### src/rtl/hazard_ctrl.sv
// hazard_ctrl: stall / bypass-select control for a 5-stage MIPS-style pipeline.
// Tracks E/M/W stage records {A1, A2, A3, Tnew} and compares them with the
// D-stage sources using Tuse/Tnew timing.
// Optional feature macro: HAZARD_FWD_EN
//   defined   -> Tuse/Tnew based stalling with full bypass selection
//   undefined -> no bypassing; stall on any pending write to a used source
// D_op class codes:
//   NOP=0  ADD=1  SUB=2  AND=3  OR=4  SLT=5  SLTU=6  ADDI=7  ANDI=8  ORI=9
//   LUI=10 LB=11  LH=12  LW=13  SB=14 SH=15  SW=16   BEQ=17  BNE=18  JAL=19
//   JR=20  MULT=21 MULTU=22 DIV=23 DIVU=24 MFHI=25 MFLO=26 MTHI=27 MTLO=28
module hazard_ctrl (
  input  logic       clk,
  input  logic       reset,
  input  logic [5:0] D_op,
  input  logic [4:0] D_A1,
  input  logic [4:0] D_A2,
  input  logic [4:0] D_A3,
  input  logic       md_busy,
  output logic       stall,
  output logic [1:0] FwdD_rs,
  output logic [1:0] FwdD_rt,
  output logic [1:0] FwdE_rs,
  output logic [1:0] FwdE_rt,
  output logic [1:0] FwdM_rt
);

  typedef enum logic [5:0] {
    OP_NOP  = 6'd0,  OP_ADD  = 6'd1,  OP_SUB   = 6'd2,  OP_AND  = 6'd3,
    OP_OR   = 6'd4,  OP_SLT  = 6'd5,  OP_SLTU  = 6'd6,  OP_ADDI = 6'd7,
    OP_ANDI = 6'd8,  OP_ORI  = 6'd9,  OP_LUI   = 6'd10, OP_LB   = 6'd11,
    OP_LH   = 6'd12, OP_LW   = 6'd13, OP_SB    = 6'd14, OP_SH   = 6'd15,
    OP_SW   = 6'd16, OP_BEQ  = 6'd17, OP_BNE   = 6'd18, OP_JAL  = 6'd19,
    OP_JR   = 6'd20, OP_MULT = 6'd21, OP_MULTU = 6'd22, OP_DIV  = 6'd23,
    OP_DIVU = 6'd24, OP_MFHI = 6'd25, OP_MFLO  = 6'd26, OP_MTHI = 6'd27,
    OP_MTLO = 6'd28
  } op_e;

  typedef struct packed {
    logic [4:0] a1;
    logic [4:0] a2;
    logic [4:0] a3;
    logic [1:0] tnew;
  } rec_t;

  rec_t       r_e, r_m, r_w;
  rec_t       w_d_rec;
  op_e        w_op;
  logic       w_rs_en, w_rt_en, w_md_op, w_writes;
  logic [1:0] w_rs_tuse, w_rt_tuse, w_tnew;
  logic       w_stall_rs, w_stall_rt, w_stall_md;
  logic       w_unused;

  assign w_op = op_e'(D_op);

  // Record one stage further down the pipe: Tnew counts down, floor at 0.
  function automatic rec_t age(input rec_t r);
    age = r;
    if (r.tnew != 2'd0) age.tnew = r.tnew - 2'd1;
  endfunction

`ifdef HAZARD_FWD_EN
  // Producer still too far from its result for the consumer's Tuse.
  function automatic logic src_stall(input logic en, input logic [1:0] tuse,
                                     input logic [4:0] a, input rec_t e, input rec_t m);
    return en && (a != '0) &&
           (((e.a3 == a) && (e.tnew > tuse)) || ((m.a3 == a) && (m.tnew > tuse)));
  endfunction

  // D-stage bypass: E (PC+8 of JAL) beats M.
  function automatic logic [1:0] fwd_d(input logic [4:0] a, input rec_t e, input rec_t m);
    if ((a != '0) && (e.a3 == a) && (e.tnew == 2'd0))      return 2'd3;
    else if ((a != '0) && (m.a3 == a) && (m.tnew == 2'd0)) return 2'd1;
    else                                                   return 2'd0;
  endfunction

  // E-stage bypass: M result beats W result.
  function automatic logic [1:0] fwd_e(input logic [4:0] a, input rec_t m, input rec_t w);
    if ((a != '0) && (m.a3 == a) && (m.tnew == 2'd0)) return 2'd1;
    else if ((a != '0) && (w.a3 == a))                return 2'd2;
    else                                              return 2'd0;
  endfunction
`else
  // Without bypassing any in-flight writer of a used source blocks D.
  function automatic logic src_stall(input logic en, input logic [4:0] a,
                                     input rec_t e, input rec_t m, input rec_t w);
    return en && (a != '0) && ((e.a3 == a) || (m.a3 == a) || (w.a3 == a));
  endfunction
`endif

  // Decode D_op into source timing, result latency and writer/md class.
  always_comb begin
    w_rs_en   = 1'b0;
    w_rt_en   = 1'b0;
    w_rs_tuse = 2'd0;
    w_rt_tuse = 2'd0;
    w_tnew    = 2'd0;
    w_writes  = 1'b0;
    w_md_op   = 1'b0;
    case (w_op)
      OP_ADD, OP_SUB, OP_AND, OP_OR, OP_SLT, OP_SLTU: begin
        w_rs_en = 1'b1; w_rs_tuse = 2'd1;
        w_rt_en = 1'b1; w_rt_tuse = 2'd1;
        w_writes = 1'b1; w_tnew = 2'd1;
      end
      OP_ADDI, OP_ANDI, OP_ORI: begin
        w_rs_en = 1'b1; w_rs_tuse = 2'd1;
        w_writes = 1'b1; w_tnew = 2'd1;
      end
      OP_LUI: begin
        w_writes = 1'b1; w_tnew = 2'd1;
      end
      OP_LB, OP_LH, OP_LW: begin
        w_rs_en = 1'b1; w_rs_tuse = 2'd1;
        w_writes = 1'b1; w_tnew = 2'd2;
      end
      OP_SB, OP_SH, OP_SW: begin
        w_rs_en = 1'b1; w_rs_tuse = 2'd1;
        w_rt_en = 1'b1; w_rt_tuse = 2'd2;
      end
      OP_BEQ, OP_BNE: begin
        w_rs_en = 1'b1; w_rs_tuse = 2'd0;
        w_rt_en = 1'b1; w_rt_tuse = 2'd0;
      end
      OP_JAL: begin
        w_writes = 1'b1; w_tnew = 2'd0;
      end
      OP_JR: begin
        w_rs_en = 1'b1; w_rs_tuse = 2'd0;
      end
      OP_MULT, OP_MULTU, OP_DIV, OP_DIVU: begin
        w_rs_en = 1'b1; w_rs_tuse = 2'd1;
        w_rt_en = 1'b1; w_rt_tuse = 2'd1;
        w_md_op = 1'b1;
      end
      OP_MFHI, OP_MFLO: begin
        w_writes = 1'b1; w_tnew = 2'd1;
        w_md_op = 1'b1;
      end
      OP_MTHI, OP_MTLO: begin
        w_rs_en = 1'b1; w_rs_tuse = 2'd1;
        w_md_op = 1'b1;
      end
      default: ;
    endcase
  end

  // Record that enters E when D is allowed to advance.
  always_comb begin
    w_d_rec      = '0;
    w_d_rec.a1   = D_A1;
    w_d_rec.a2   = D_A2;
    w_d_rec.a3   = w_writes ? D_A3 : '0;
    w_d_rec.tnew = w_tnew;
  end

  // Stall decision and bypass selects from the stage records.
  always_comb begin
    w_stall_md = md_busy && w_md_op;
`ifdef HAZARD_FWD_EN
    w_stall_rs = src_stall(w_rs_en, w_rs_tuse, D_A1, r_e, r_m);
    w_stall_rt = src_stall(w_rt_en, w_rt_tuse, D_A2, r_e, r_m);
    FwdD_rs    = fwd_d(D_A1, r_e, r_m);
    FwdD_rt    = fwd_d(D_A2, r_e, r_m);
    FwdE_rs    = fwd_e(r_e.a1, r_m, r_w);
    FwdE_rt    = fwd_e(r_e.a2, r_m, r_w);
    // M-stage store data can only be fed from W.
    FwdM_rt    = ((r_m.a2 != '0) && (r_w.a3 == r_m.a2)) ? 2'd2 : 2'd0;
`else
    w_stall_rs = src_stall(w_rs_en, D_A1, r_e, r_m, r_w);
    w_stall_rt = src_stall(w_rt_en, D_A2, r_e, r_m, r_w);
    FwdD_rs    = 2'd0;
    FwdD_rt    = 2'd0;
    FwdE_rs    = 2'd0;
    FwdE_rt    = 2'd0;
    FwdM_rt    = 2'd0;
`endif
    stall = w_stall_rs || w_stall_rt || w_stall_md;
  end

  // Record fields not consumed in every build.
  assign w_unused = ^{r_m.a1, r_w.a1, r_w.a2, r_w.tnew, w_rs_tuse, w_rt_tuse};

  // Advance E/M/W; a stall turns the E slot into a bubble; reset wins.
  always_ff @(posedge clk) begin
    if (reset) begin
      r_e <= '0;
      r_m <= '0;
      r_w <= '0;
    end else begin
      r_e <= stall ? '0 : w_d_rec;
      r_m <= age(r_e);
      r_w <= age(r_m);
    end
  end

endmodule

### config.mk
export PLATFORM = sky130hd
export DESIGN_NAME = hazard_ctrl
export DESIGN_NICKNAME = d
export VERILOG_FILES = /design/src/rtl/hazard_ctrl.sv
export SDC_FILE = /design/constraint.sdc
export NUM_CORES = 1
export LEC_CHECK = 0
export CORE_ASPECT_RATIO = 1.25
export CORE_MARGIN = 5
export CORE_UTILIZATION = 40
export DETAILED_ROUTE_END_ITERATION = 8
export DONT_BUFFER_PORTS = 1
export GPL_TIMING_DRIVEN = 0
export SYNTH_ARGS = -nofsm -noshare
export SYNTH_HDL_FRONTEND = slang
export SYNTH_SLANG_ARGS = --single-unit
### constraint.sdc
create_clock -name clk -period 2.34 [get_ports clk]
set_clock_uncertainty 0.1 [all_clocks]
set_input_delay 0.234 -clock clk [delete_from_list [all_inputs] [get_ports clk]]
set_output_delay 0.234 -clock clk [all_outputs]
set_load 0.005 [all_outputs]
After elaboration in Yosys (flattened, before gate mapping)
Index checks and enable logic that the tools add are counted.
{"block": "word_totals", "ff_bits": 15, "inputBits": 24, "wordCells": 60}
{"block": "op_classes", "n_eq_ne": 34, "n_mux": 4, "bitwise_logic": 1, "reduce_logical": 18}
{"cell": "6-bit by 5-bit == test with 1-bit output (second input constant)", "n": 13}
{"cell": "6-bit by 4-bit == test with 1-bit output (second input constant)", "n": 8}
{"cell": "5-bit == test", "n": 6}
{"cell": "6-bit by 3-bit == test with 1-bit output (second input constant)", "n": 4}
{"cell": "24-bit OR reduction", "n": 1}
{"cell": "16-bit OR reduction", "n": 1}
{"cell": "15-bit OR reduction", "n": 1}
{"cell": "6-bit by 2-bit == test with 1-bit output (second input constant)", "n": 2}
{"cell": "5-bit nonzero test", "n": 2}
{"cell": "8-bit OR reduction", "n": 1}
{"cell": "6-bit by 1-bit == test with 1-bit output (second input constant)", "n": 1}
{"cell": "1-bit logical OR", "n": 6}
{"cell": "1-bit logical AND", "n": 5}
{"cell": "1-bit two-way mux", "n": 4}
{"cell": "3-bit OR reduction", "n": 1}
{"cell": "1-bit inverter", "n": 1}

Longest topological paths before layout
Gate-level depths: netlist of the first run.
{"block": "logic_depth", "word_depth": 8, "mapped_depth": 6, "mapped_depth_nobuf": 5}

Least setup slack after synthesis of the first run
No wires, ideal clock.
{"block": "synth_timing", "kind": "input-to-output", "start": "in D_op[1]", "end": "out stall", "arrival_ns": 1.398, "slack_ns": 0.608, "stages": 6, "path_buffers": 1, "cell_sequence": "buf_2 > nor3b_1 > a41o_1 > o31ai_1 > a31oi_2 > or3_1"}
{"block": "synth_via", "elab_chain_len": 7, "word_cells_on_any_way": 39, "classes_between": "eq/ne: 26; mux: 3; reduce/logical: 10"}
{"item": "start: declaration", "line": "14", "source": "input logic [5:0] D_op,"}
{"item": "6-bit by 4-bit == test with 1-bit output (tied with other cells)", "line": "99", "source": "case (w_op)"}
{"item": "24-bit OR reduction (no line) / 15-bit OR reduction (equally long branches)"}
{"item": "1-bit two-way mux", "line": "99"}
{"item": "1-bit logical AND (2 in a row)", "line": "86", "source": "return en && (a != '0) && ((e.a3 == a) || (m.a3 == a) || (w.a3 == a));"}
{"item": "1-bit logical OR", "line": "177", "source": "stall = w_stall_rs || w_stall_rt || w_stall_md;"}
{"item": "1-bit logical OR (*)", "line": "177"}
{"item": "end: declaration", "line": "19", "source": "output logic stall,"}
Every way passes the cells marked *; elsewhere a longest branch is shown, timed or not.

Worst setup path after layout of the first run
{"block": "layout_timing", "start": "reg r_e[4] (netlist name)", "end": "out stall"}
{"block": "layout_via", "elab_chain_len": 6, "word_cells_on_any_way": 10, "classes_between": "eq/ne: 2; reduce/logical: 8"}
{"item": "start: declaration", "line": "45", "source": "rec_t r_e, r_m, r_w;"}
{"item": "start signal: assignment", "line": "190", "source": "r_e <= stall ? '0 : w_d_rec;"}
{"item": "5-bit == test", "line": "86"}
{"item": "1-bit logical OR (2 in a row)", "line": "86"}
{"item": "1-bit logical AND", "line": "86"}
{"item": "1-bit logical OR (*) (2 in a row)", "line": "177"}
Marks and branches as above.

==> summary.json, run 1 <==
{
  "worst_setup_path": {
    "timing.critical_path.buf_inv": 0,
    "cells_traversed_along_the_worst_timing_path": "xor2_1 > nor3_1 > nand3_1 > a311oi_2 > or3_1",
    "cp_top_family": "simple AND/OR/NAND/NOR gates",
    "cell_type_of_the_slowest_stage_on_the_worst_timing_path": "sky130_fd_sc_hd__a311oi_2",
    "worst_setup_path_end_kind": "output pin",
    "timing.critical_path.fanout_max": 6,
    "worst_ep_required_ns": 2.01,
    "critical-path-max-stage-delay_ns": 0.48,
    "type_of_the_setup_path_with_the_least_slack": "reg2out",
    "worstPathArrival_ns": 1.90,
    "setup.reg_to_reg.worst_slack_ns": 0.58,
    "critical_path.startpoint_type": "flop"
  },
  "layout": {
    "finish.cell_count_without_fillers": 184,
    "final_nets": 175,
    "antenna_cells_inserted": 0,
    "final_layout_size_suffix_gt1_share_pct": 16.0,
    "final.fill_count": 272,
    "synthToLayoutAreaGrowth_pct": 14.0
  },
  "global_routing": {
    "grt_use_met2_pct": 23.1,
    "first_global_vias": 906,
    "grt_first_pass_wirelength_mm": 4.13,
    "grt_util_met1_pct": 14.2,
    "grt_busiest_layer": "met2",
    "grt_overflow_total": 0,
    "met3_usage_pct": 3.54,
    "global_route.usage.total_pct": 13.3,
    "maximum_number_of_pins_on_one_net_before_global_route_repair": 11,
    "initial_antenna_violation_count": 0
  },
  "synth": {
    "yosys.cell_count.top_type": "sky130_fd_sc_hd__xor2_1",
    "yosys_register_bits": 15,
    "synth.yosys.seq_area_share_pct": 26.9,
    "yosysTopAreaCellShare_pct": 26.9,
    "synth_top_cells_by_area": "sky130_fd_sc_hd__dfxtp_1, sky130_fd_sc_hd__xor2_1, sky130_fd_sc_hd__xnor2_1",
    "yosys_warnings": 0,
    "async_flop_share_pct": 0,
    "yosys-top-cells-count": "sky130_fd_sc_hd__xor2_1, sky130_fd_sc_hd__dfxtp_1, sky130_fd_sc_hd__xnor2_1",
    "synth_enable_flop_cells": 0,
    "netlist.top_cell.by_area": "sky130_fd_sc_hd__dfxtp_1",
    "yosys.cell_types.count": 32,
    "syn_inst": 132,
    "synthesis.area_per_instance_um2": 8.46,
    "dominantRegCellSynth": "sky130_fd_sc_hd__dfxtp_1",
    "mappedNetlistArea_um2": 1120
  },
  "timing": {
    "report.final.setup_viol": 0,
    "post-route-period-util_pct": 95.4,
    "fmax_mhz": 448,
    "timing.max_slew.rel_slack_pct": 56.9,
    "finalHoldViolations": 0,
    "setup_total_negative_slack_ns": 0,
    "final.min_clock_period_ns": 2.23,
    "drv_slew": 0,
    "max_slew.worst_pin.slew_ns": 0.641,
    "rsz0062_at_grt": "false"
  },
  "die": {
    "floorplan.die.height_um": 69.1,
    "core_area_um2": 2680,
    "boundaryPins": 35,
    "floorplan.initialDensity_pct": 41.6,
    "die-area_um2": 3950,
    "die_x_um": 57.2,
    "rows": 21
  },
  "routing": {
    "drt-initial-drc-count": 48,
    "vias": 934,
    "detail_route.drc_violations": 0,
    "drt_first_pass_iters": 4,
    "routed_wire_length_per_instance_um": 14.0,
    "viasPerCell": 5.08,
    "totalWireLength_mm": 2.58,
    "drt.antenna.violating_nets": 0
  },
  "worst_hold_path": {
    "holdCritPathClass": "in2reg"
  },
  "cts": {
    "cts_hold_buf": 5,
    "tritoncts_num_sinks": 15,
    "ctsLongestPathBuffers": 2,
    "tritoncts_clock_tree": "done",
    "clk_pin_slew_worst_paths_ns": 0.09,
    "ctsHtreeMaxLevel": 1,
    "worstSkewPairLatency_ns": 0.29,
    "postCtsSetupRepairBufs": 0,
    "post_cts_resized": 0,
    "cts_root_buf": "sky130_fd_sc_hd__clkbuf_4",
    "cts-buffers-inserted": 3
  },
  "placement": {
    "port-buffer-count": 0,
    "dp.final_hpwl_mm": 2.05,
    "globalplace.congestion": 0.815,
    "numPlacedInstances": 175
  },
  "power_and_ir_drop": {
    "cellLeakagePower_nw": 0.528,
    "ir_worst_vdd_mv": 0.202,
    "power_density_over_the_cells_nw_per_um2": 418
  },
  "run": {
    "maximum_capacitance_violations": 0
  },
  "run_status": {
    "status": "completed"
  }
}
[flip-flops by register name, summed over array words and instances (netlist names)]
| signal | cells |
|---|---|
| r_e | 5 |
| r_m | 5 |
| r_w | 5 |
[kinds of logic (layout without fill, tap and decap cells)]
family,after synthesis,in the layout,share of synthesized area [%]
AND/OR/NAND/NOR,47,47,23.2
XOR/XNOR,32,32,25.1
buffers and inverters,18,27,10.2
other,1,10,0.336
flip-flops,15,15,26.9
AO/OA/AOI/OAI,19,19,14.2
[worst min-delay path: stages]
cell and delay, ns:
sky130_fd_sc_hd__nor2_1 0.02, sky130_fd_sc_hd__o21ai_0 0.11, sky130_fd_sc_hd__a221oi_2 0.08, sky130_fd_sc_hd__nand2_1 0.07, sky130_fd_sc_hd__nor4_1 0.04
[cells in the final DEF (no fill, tap or decap)]
master / instances
sky130_fd_sc_hd__a211oi_1: 1
sky130_fd_sc_hd__a21oi_1: 4
sky130_fd_sc_hd__a221oi_2: 1
sky130_fd_sc_hd__a311oi_2: 1
sky130_fd_sc_hd__a31oi_1: 2
sky130_fd_sc_hd__a31oi_2: 1
sky130_fd_sc_hd__a41o_1: 1
sky130_fd_sc_hd__buf_2: 4
sky130_fd_sc_hd__buf_4: 11
sky130_fd_sc_hd__clkbuf_1: 1
sky130_fd_sc_hd__clkbuf_4: 3
sky130_fd_sc_hd__clkinvlp_4: 1
sky130_fd_sc_hd__conb_1: 10
sky130_fd_sc_hd__dfxtp_1: 15
sky130_fd_sc_hd__dlygate4sd3_1: 5
sky130_fd_sc_hd__inv_1: 2
sky130_fd_sc_hd__nand2_1: 8
sky130_fd_sc_hd__nand3_1: 7
sky130_fd_sc_hd__nor2_1: 3
sky130_fd_sc_hd__nor2b_1: 10
sky130_fd_sc_hd__nor3_1: 8
sky130_fd_sc_hd__nor3b_1: 1
sky130_fd_sc_hd__nor4_1: 6
sky130_fd_sc_hd__o21ai_0: 2
sky130_fd_sc_hd__o21ba_1: 1
sky130_fd_sc_hd__o21bai_1: 1
sky130_fd_sc_hd__o221ai_2: 1
sky130_fd_sc_hd__o22ai_1: 1
sky130_fd_sc_hd__o31ai_1: 1
sky130_fd_sc_hd__o32a_1: 1
sky130_fd_sc_hd__or3_1: 1
sky130_fd_sc_hd__or3b_1: 2
sky130_fd_sc_hd__or4_4: 1
sky130_fd_sc_hd__xnor2_1: 12
sky130_fd_sc_hd__xor2_1: 20
[layer usage]
layer / wire length, µm / vias up
met4: 63 / 0
met1: 960 / 419
met5: 0 / -
li1: - / 475
met3: 183 / 6
met2: 1370 / 34
[where the power goes]
group / internal [mW] / switching [mW] / total, mW
clock: 0.0650 / 0.0882 / 0.153
combinational: 0.0600 / 0.0532 / 0.113
sequential: 0.260 / 0.00548 / 0.266
total: 0.385 / 0.147 / 0.532
[through the flow]
step                power (mW)  utilization (%)  worst slack [ns]  area [µm²]  hold slack, ns
global route             0.567             47.5           0.00159        1270           0.220
floorplan                0.362                -             0.608        1150           0.253
CTS                      0.536             47.5             0.132        1270           0.192
detailed placement       0.375             44.5             0.478        1190           0.261
global placement         0.373             44.5             0.468        1190           0.261
finish                   0.532             47.5             0.107        1270           0.193
[area by class of cell]
cell class / count / area (µm²) / share of cell area (%)
timing repair buffer: 5 / 50.0 / 3.93
tap: 34 / 42.5 / 3.34
clock buffer: 3 / 22.5 / 1.77
buffer: 16 / 106 / 8.36
multi-input combinational: 108 / 736 / 57.8
sequential: 15 / 300 / 23.6
clock inverter: 1 / 7.51 / 0.590
inverter: 2 / 7.51 / 0.590
[final timing paths]
kind,startpoint,to,depth (start not counted)
worst min register to register,r_e[6],r_m[6],1
worst max register to register,r_e[4],r_e[4],5
worst min-delay path,reset,r_e[5],5
worst max-delay path,r_e[4],stall,5
(Power assumes the default switching activity.)
==> run 2, diff against run 1 <==
--- a/config.mk
+++ b/config.mk
@@ -7,10 +7,11 @@
 export LEC_CHECK = 0
 export CORE_ASPECT_RATIO = 1.25
 export CORE_MARGIN = 5
-export CORE_UTILIZATION = 40
+export CORE_UTILIZATION = 66
 export DETAILED_ROUTE_END_ITERATION = 8
 export DONT_BUFFER_PORTS = 1
-export GPL_TIMING_DRIVEN = 0
+export PLACE_DENSITY = 0.82
+export REMOVE_ABC_BUFFERS = 1
 export SYNTH_ARGS = -nofsm -noshare
 export SYNTH_HDL_FRONTEND = slang
 export SYNTH_SLANG_ARGS = --single-unit
==> summary.json, run 2 (same netlist as run 1, synthesis figures left out) <==
{
  "timing": {
    "max_slew.worst_pin.slew_ns": 0.562,
    "worst_hold_slack_ns": 0.0652,
    "report.final.setup_viol": 0,
    "final.min_clock_period_ns": 2.07,
    "finalHoldViolations": 0,
    "timing.max_slew.rel_slack_pct": 62.2,
    "setup_slack_ns": 0.270,
    "setup_total_negative_slack_ns": 0,
    "drv_slew": 0,
    "rsz0062_at_grt": "false",
    "post-route-period-util_pct": 88.5,
    "fmax_mhz": 483
  },
  "worst_setup_path": {
    "critical_path.startpoint_type": "flop",
    "timing.critical_path.fanout_max": 6,
    "type_of_the_setup_path_with_the_least_slack": "reg2out",
    "worst_setup_path_end_kind": "output pin",
    "timing.critical_path.buf_inv": 0,
    "critical-path-max-stage-delay_ns": 0.47,
    "cell_type_of_the_slowest_stage_on_the_worst_timing_path": "sky130_fd_sc_hd__a311oi_2",
    "worst_ep_required_ns": 2.01,
    "cp_top_family": "simple AND/OR/NAND/NOR gates",
    "worstPathArrival_ns": 1.74,
    "cells_traversed_along_the_worst_timing_path": "xor2_1 > nor3_1 > nand3_1 > a311oi_2 > or3_1"
  },
  "cts": {
    "clk_pin_slew_worst_paths_ns": 0.09,
    "post_cts_resized": 0,
    "cts_hold_buf": 6,
    "tritoncts_num_sinks": 15,
    "worstSkewPairLatency_ns": 0.28,
    "ctsLongestPathBuffers": 2,
    "cts-buffers-inserted": 3,
    "cts_root_buf": "sky130_fd_sc_hd__clkbuf_4",
    "ctsHtreeMaxLevel": 1,
    "tritoncts_clock_tree": "done",
    "postCtsSetupRepairBufs": 0
  },
  "routing": {
    "totalWireLength_mm": 2.43,
    "vias": 879,
    "viasPerCell": 5.75,
    "detail_route.drc_violations": 0,
    "drt_first_pass_iters": 4,
    "routed_wire_length_per_instance_um": 15.9,
    "drt.antenna.violating_nets": 0,
    "drt-initial-drc-count": 17
  },
  "global_routing": {
    "maximum_number_of_pins_on_one_net_before_global_route_repair": 15,
    "grt_overflow_total": 0,
    "global_route.usage.total_pct": 20.2,
    "grt_first_pass_wirelength_mm": 3.97,
    "first_global_vias": 917,
    "initial_antenna_violation_count": 0
  },
  "layout": {
    "postLayoutCoreUtil_pct": 72.9,
    "final_common_cell": "sky130_fd_sc_hd__xor2_1",
    "finish.cell_count_without_fillers": 153,
    "synthToLayoutAreaGrowth_pct": 3.36,
    "final_cell_mix": "sky130_fd_sc_hd__xor2_1, sky130_fd_sc_hd__dfxtp_1, sky130_fd_sc_hd__xnor2_1",
    "final-seq-area_um2": 300,
    "antenna_cells_inserted": 0,
    "final_nets": 160,
    "final_layout_size_suffix_gt1_share_pct": 6.67,
    "fin_area_um2": 1150,
    "area_of_the_multi_input_gates_um2": 736,
    "final.fill_count": 124,
    "reg_top3": "r_e: 5 flops, r_m: 5 flops, r_w: 5 flops"
  },
  "die": {
    "floorplan.die.height_um": 56.0,
    "die_x_um": 46.8,
    "die-area_um2": 2620,
    "boundaryPins": 35,
    "core_area_um2": 1580,
    "floorplan.initialDensity_pct": 70.6,
    "rows": 16
  },
  "power_and_ir_drop": {
    "design_power_total_mw": 0.498,
    "power_density_over_the_cells_nw_per_um2": 432,
    "cellLeakagePower_nw": 0.460,
    "ir_worst_vdd_mv": 0.246
  },
  "worst_hold_path": {
    "holdCritPathClass": "in2reg"
  },
  "run_status": {
    "status": "completed"
  },
  "placement": {
    "dp.final_hpwl_mm": 1.93,
    "port-buffer-count": 0,
    "globalplace.congestion": 0.876,
    "dpl_worst_slack_ns": 0.572,
    "numPlacedInstances": 143,
    "placement.cell_area_um2": 1070
  },
  "run": {
    "maximum_capacitance_violations": 0
  }
}
-- run 2: cell count changes in the layout (fill, tap and decap cells not counted) --
cell	previous run	this run
sky130_fd_sc_hd__buf_2	4	0
sky130_fd_sc_hd__buf_4	11	0
sky130_fd_sc_hd__clkbuf_1	1	0
sky130_fd_sc_hd__clkinv_2	0	1
sky130_fd_sc_hd__clkinvlp_4	1	0
sky130_fd_sc_hd__dlygate4sd3_1	5	6
-- run 2: per-layer routing --
metal | vias up | track usage (%) | routed length [µm]
li1 | 447 | - | -
met4 | 0 | 11.5 | 42
met1 | 397 | 22.2 | 909
met2 | 31 | 33.6 | 1310
met3 | 4 | 4.21 | 167
met5 | - | 0 | 0
-- run 2: worst register-to-register path, delay by kind of cell (launching register included) --
family / cells / cell delay (ns)
XOR/XNOR: 1 / 0.15
AND/OR/NAND/NOR: 3 / 0.40
AO/OA/AOI/OAI: 1 / 0.47
flip-flops: 1 / 0.35
-- run 2: final cells by class --
cell class / count / share of cell area, %
Sequential cell: 15 / 26.0
Clock inverter: 1 / 0.434
Inverter: 2 / 0.651
Tap cell: 18 / 1.95
Clock buffer: 3 / 1.95
Multi-Input combinational cell: 108 / 63.8
Timing Repair Buffer: 6 / 5.21
-- run 2: where the power goes --
| part | leakage, nW | internal, mW | switching, mW |
|---|---|---|---|
| clock network | 0.0177 | 0.0634 | 0.0820 |
| logic | 0.321 | 0.0472 | 0.0395 |
| registers | 0.121 | 0.260 | 0.00572 |
| total | 0.460 | 0.371 | 0.127 |
-- run 2: path summary, 6_finish.rpt --
kind | slack, ns | cells after the start | endpoint | startpoint
worst min-delay path | 0.07 | 3 | r_e[5] | D_op[4]
worst max register to register | 0.74 | 5 | r_e[3] | r_m[4]
worst max-delay path | 0.27 | 5 | stall | r_m[4]
worst min register to register | 0.41 | 1 | r_w[2] | r_m[2]
==> run 3, diff against run 2 <==
--- a/config.mk
+++ b/config.mk
@@ -10,7 +10,7 @@
 export CORE_UTILIZATION = 66
 export DETAILED_ROUTE_END_ITERATION = 8
 export DONT_BUFFER_PORTS = 1
-export PLACE_DENSITY = 0.82
+export PLACE_DENSITY = 0.86
 export REMOVE_ABC_BUFFERS = 1
 export SYNTH_ARGS = -nofsm -noshare
 export SYNTH_HDL_FRONTEND = slang
==> summary.json, run 3 (same netlist as run 1, synthesis figures left out) <==
{
  "run_status": {
    "status": "completed"
  },
  "global_routing": {
    "global_route.usage.total_pct": 19.9,
    "initial_antenna_violation_count": 0,
    "grt_overflow_total": 0,
    "grt_first_pass_wirelength_mm": 3.91,
    "first_global_vias": 917,
    "maximum_number_of_pins_on_one_net_before_global_route_repair": 15
  },
  "worst_setup_path": {
    "timing.critical_path.fanout_max": 6,
    "worstPathArrival_ns": 1.78,
    "worst_setup_path_end_kind": "output pin",
    "critical_path.startpoint_type": "flop",
    "worst_ep_required_ns": 2.01,
    "type_of_the_setup_path_with_the_least_slack": "reg2out"
  },
  "timing": {
    "setup_total_negative_slack_ns": 0,
    "report.final.setup_viol": 0,
    "final.min_clock_period_ns": 2.11,
    "drv_slew": 0,
    "rsz0062_at_grt": "false",
    "post-route-period-util_pct": 90.4,
    "worst_hold_slack_ns": 0.0518,
    "finalHoldViolations": 0,
    "fmax_mhz": 473
  },
  "routing": {
    "totalWireLength_mm": 2.39,
    "viasPerCell": 6.03,
    "vias": 929,
    "drt-initial-drc-count": 19,
    "routed_wire_length_per_instance_um": 15.5,
    "drt.antenna.violating_nets": 0,
    "detail_route.drc_violations": 0,
    "drt_first_pass_iters": 5
  },
  "layout": {
    "final-seq-area_um2": 300,
    "fin_area_um2": 1160,
    "final_cell_mix": "sky130_fd_sc_hd__xor2_1, sky130_fd_sc_hd__dfxtp_1, sky130_fd_sc_hd__xnor2_1",
    "antenna_cells_inserted": 0,
    "final.fill_count": 130,
    "finish.cell_count_without_fillers": 154,
    "reg_top3": "r_e: 5 flops, r_m: 5 flops, r_w: 5 flops",
    "final_nets": 161,
    "area_of_the_multi_input_gates_um2": 736,
    "final_layout_size_suffix_gt1_share_pct": 7.35,
    "final_common_cell": "sky130_fd_sc_hd__xor2_1",
    "synthToLayoutAreaGrowth_pct": 4.26
  },
  "die": {
    "core_area_um2": 1580,
    "die_x_um": 46.8,
    "floorplan.die.height_um": 56.0,
    "die-area_um2": 2620,
    "rows": 16,
    "boundaryPins": 35,
    "floorplan.initialDensity_pct": 70.6
  },
  "power_and_ir_drop": {
    "power_density_over_the_cells_nw_per_um2": 437,
    "ir_worst_vdd_mv": 0.339,
    "cellLeakagePower_nw": 0.462,
    "design_power_total_mw": 0.509
  },
  "cts": {
    "tritoncts_clock_tree": "done",
    "cts-buffers-inserted": 3,
    "tritoncts_num_sinks": 15,
    "post_cts_resized": 0,
    "clk_pin_slew_worst_paths_ns": 0.10,
    "ctsLongestPathBuffers": 2,
    "ctsHtreeMaxLevel": 1,
    "cts_root_buf": "sky130_fd_sc_hd__clkbuf_4",
    "worstSkewPairLatency_ns": 0.29
  },
  "placement": {
    "globalplace.congestion": 0.908,
    "dp.final_hpwl_mm": 1.86,
    "placement.cell_area_um2": 1070,
    "port-buffer-count": 0,
    "numPlacedInstances": 144
  },
  "worst_hold_path": {
    "holdCritPathClass": "in2reg"
  },
  "run": {
    "maximum_capacitance_violations": 0
  }
}
==> run 3: cell count changes in the layout (fill, tap and decap cells not counted) <==
cell                         before  now
sky130_fd_sc_hd__buf_4            0    1
sky130_fd_sc_hd__clkinv_2         1    0
sky130_fd_sc_hd__clkinvlp_4       0    1
==> run 3: final timing paths <==
kind | from | end | slack (ns) | cells after the start
hold / removal | D_op[4] | r_e[6] | 0.05 | 3
setup / recovery | r_m[4] | stall | 0.23 | 5
setup reg to reg | r_m[4] | r_e[3] | 0.71 | 5
hold reg to reg | r_e[3] | r_m[3] | 0.41 | 1
==> run 3: metal layers <==
metal	global-route usage [%]	vias to the layer above	wire length (µm)	share of wire, %
met3	6.47	15	303	13
li1	-	450	-	-
met4	6.32	0	81	3.4
met1	20.4	406	805	34
met5	0	-	0	0
met2	35.7	58	1200	50
==> run 3: report_power, final <==
part / switching, mW / total [mW] / internal [mW]
sequential: 0.00533 / 0.266 / 0.260
clock: 0.0911 / 0.156 / 0.0651
combinational: 0.0388 / 0.0867 / 0.0479
==> run 3: area by class of cell <==
class | count | area share (%)
well taps | 18 | 1.94
multi-input cells | 108 | 63.2
clock inverters | 1 | 0.645
clock buffers | 3 | 1.94
flip-flops and latches | 15 | 25.8
inverters | 2 | 0.645
repair buffers | 7 | 5.81
==> run 3: critical path, stage by stage, from the launching register on <==
cell                       delay (ns)
sky130_fd_sc_hd__dfxtp_1         0.35
sky130_fd_sc_hd__xor2_1          0.15
sky130_fd_sc_hd__nor3_1          0.19
sky130_fd_sc_hd__nand3_1         0.13
sky130_fd_sc_hd__a311oi_2        0.47
sky130_fd_sc_hd__or3_1           0.20
==> run 3: through the flow <==
| step | setup slack [ns] | util (%) |
|---|---|---|
| 3_3_place_gp | 0.574 | 67.9 |
| 2_1_floorplan | 0.613 | - |
| 3_5_place_dp | 0.565 | 67.9 |
| 5_1_grt | 0.120 | 73.6 |
| 6_report | 0.225 | 73.6 |
| 4_1_cts | 0.250 | 73.6 |
==> run 3: repair_timing <==
item,CTS,global route
setup buffers,0,0
hold buffers,6,0
endpoints found under the hold margin,15,0
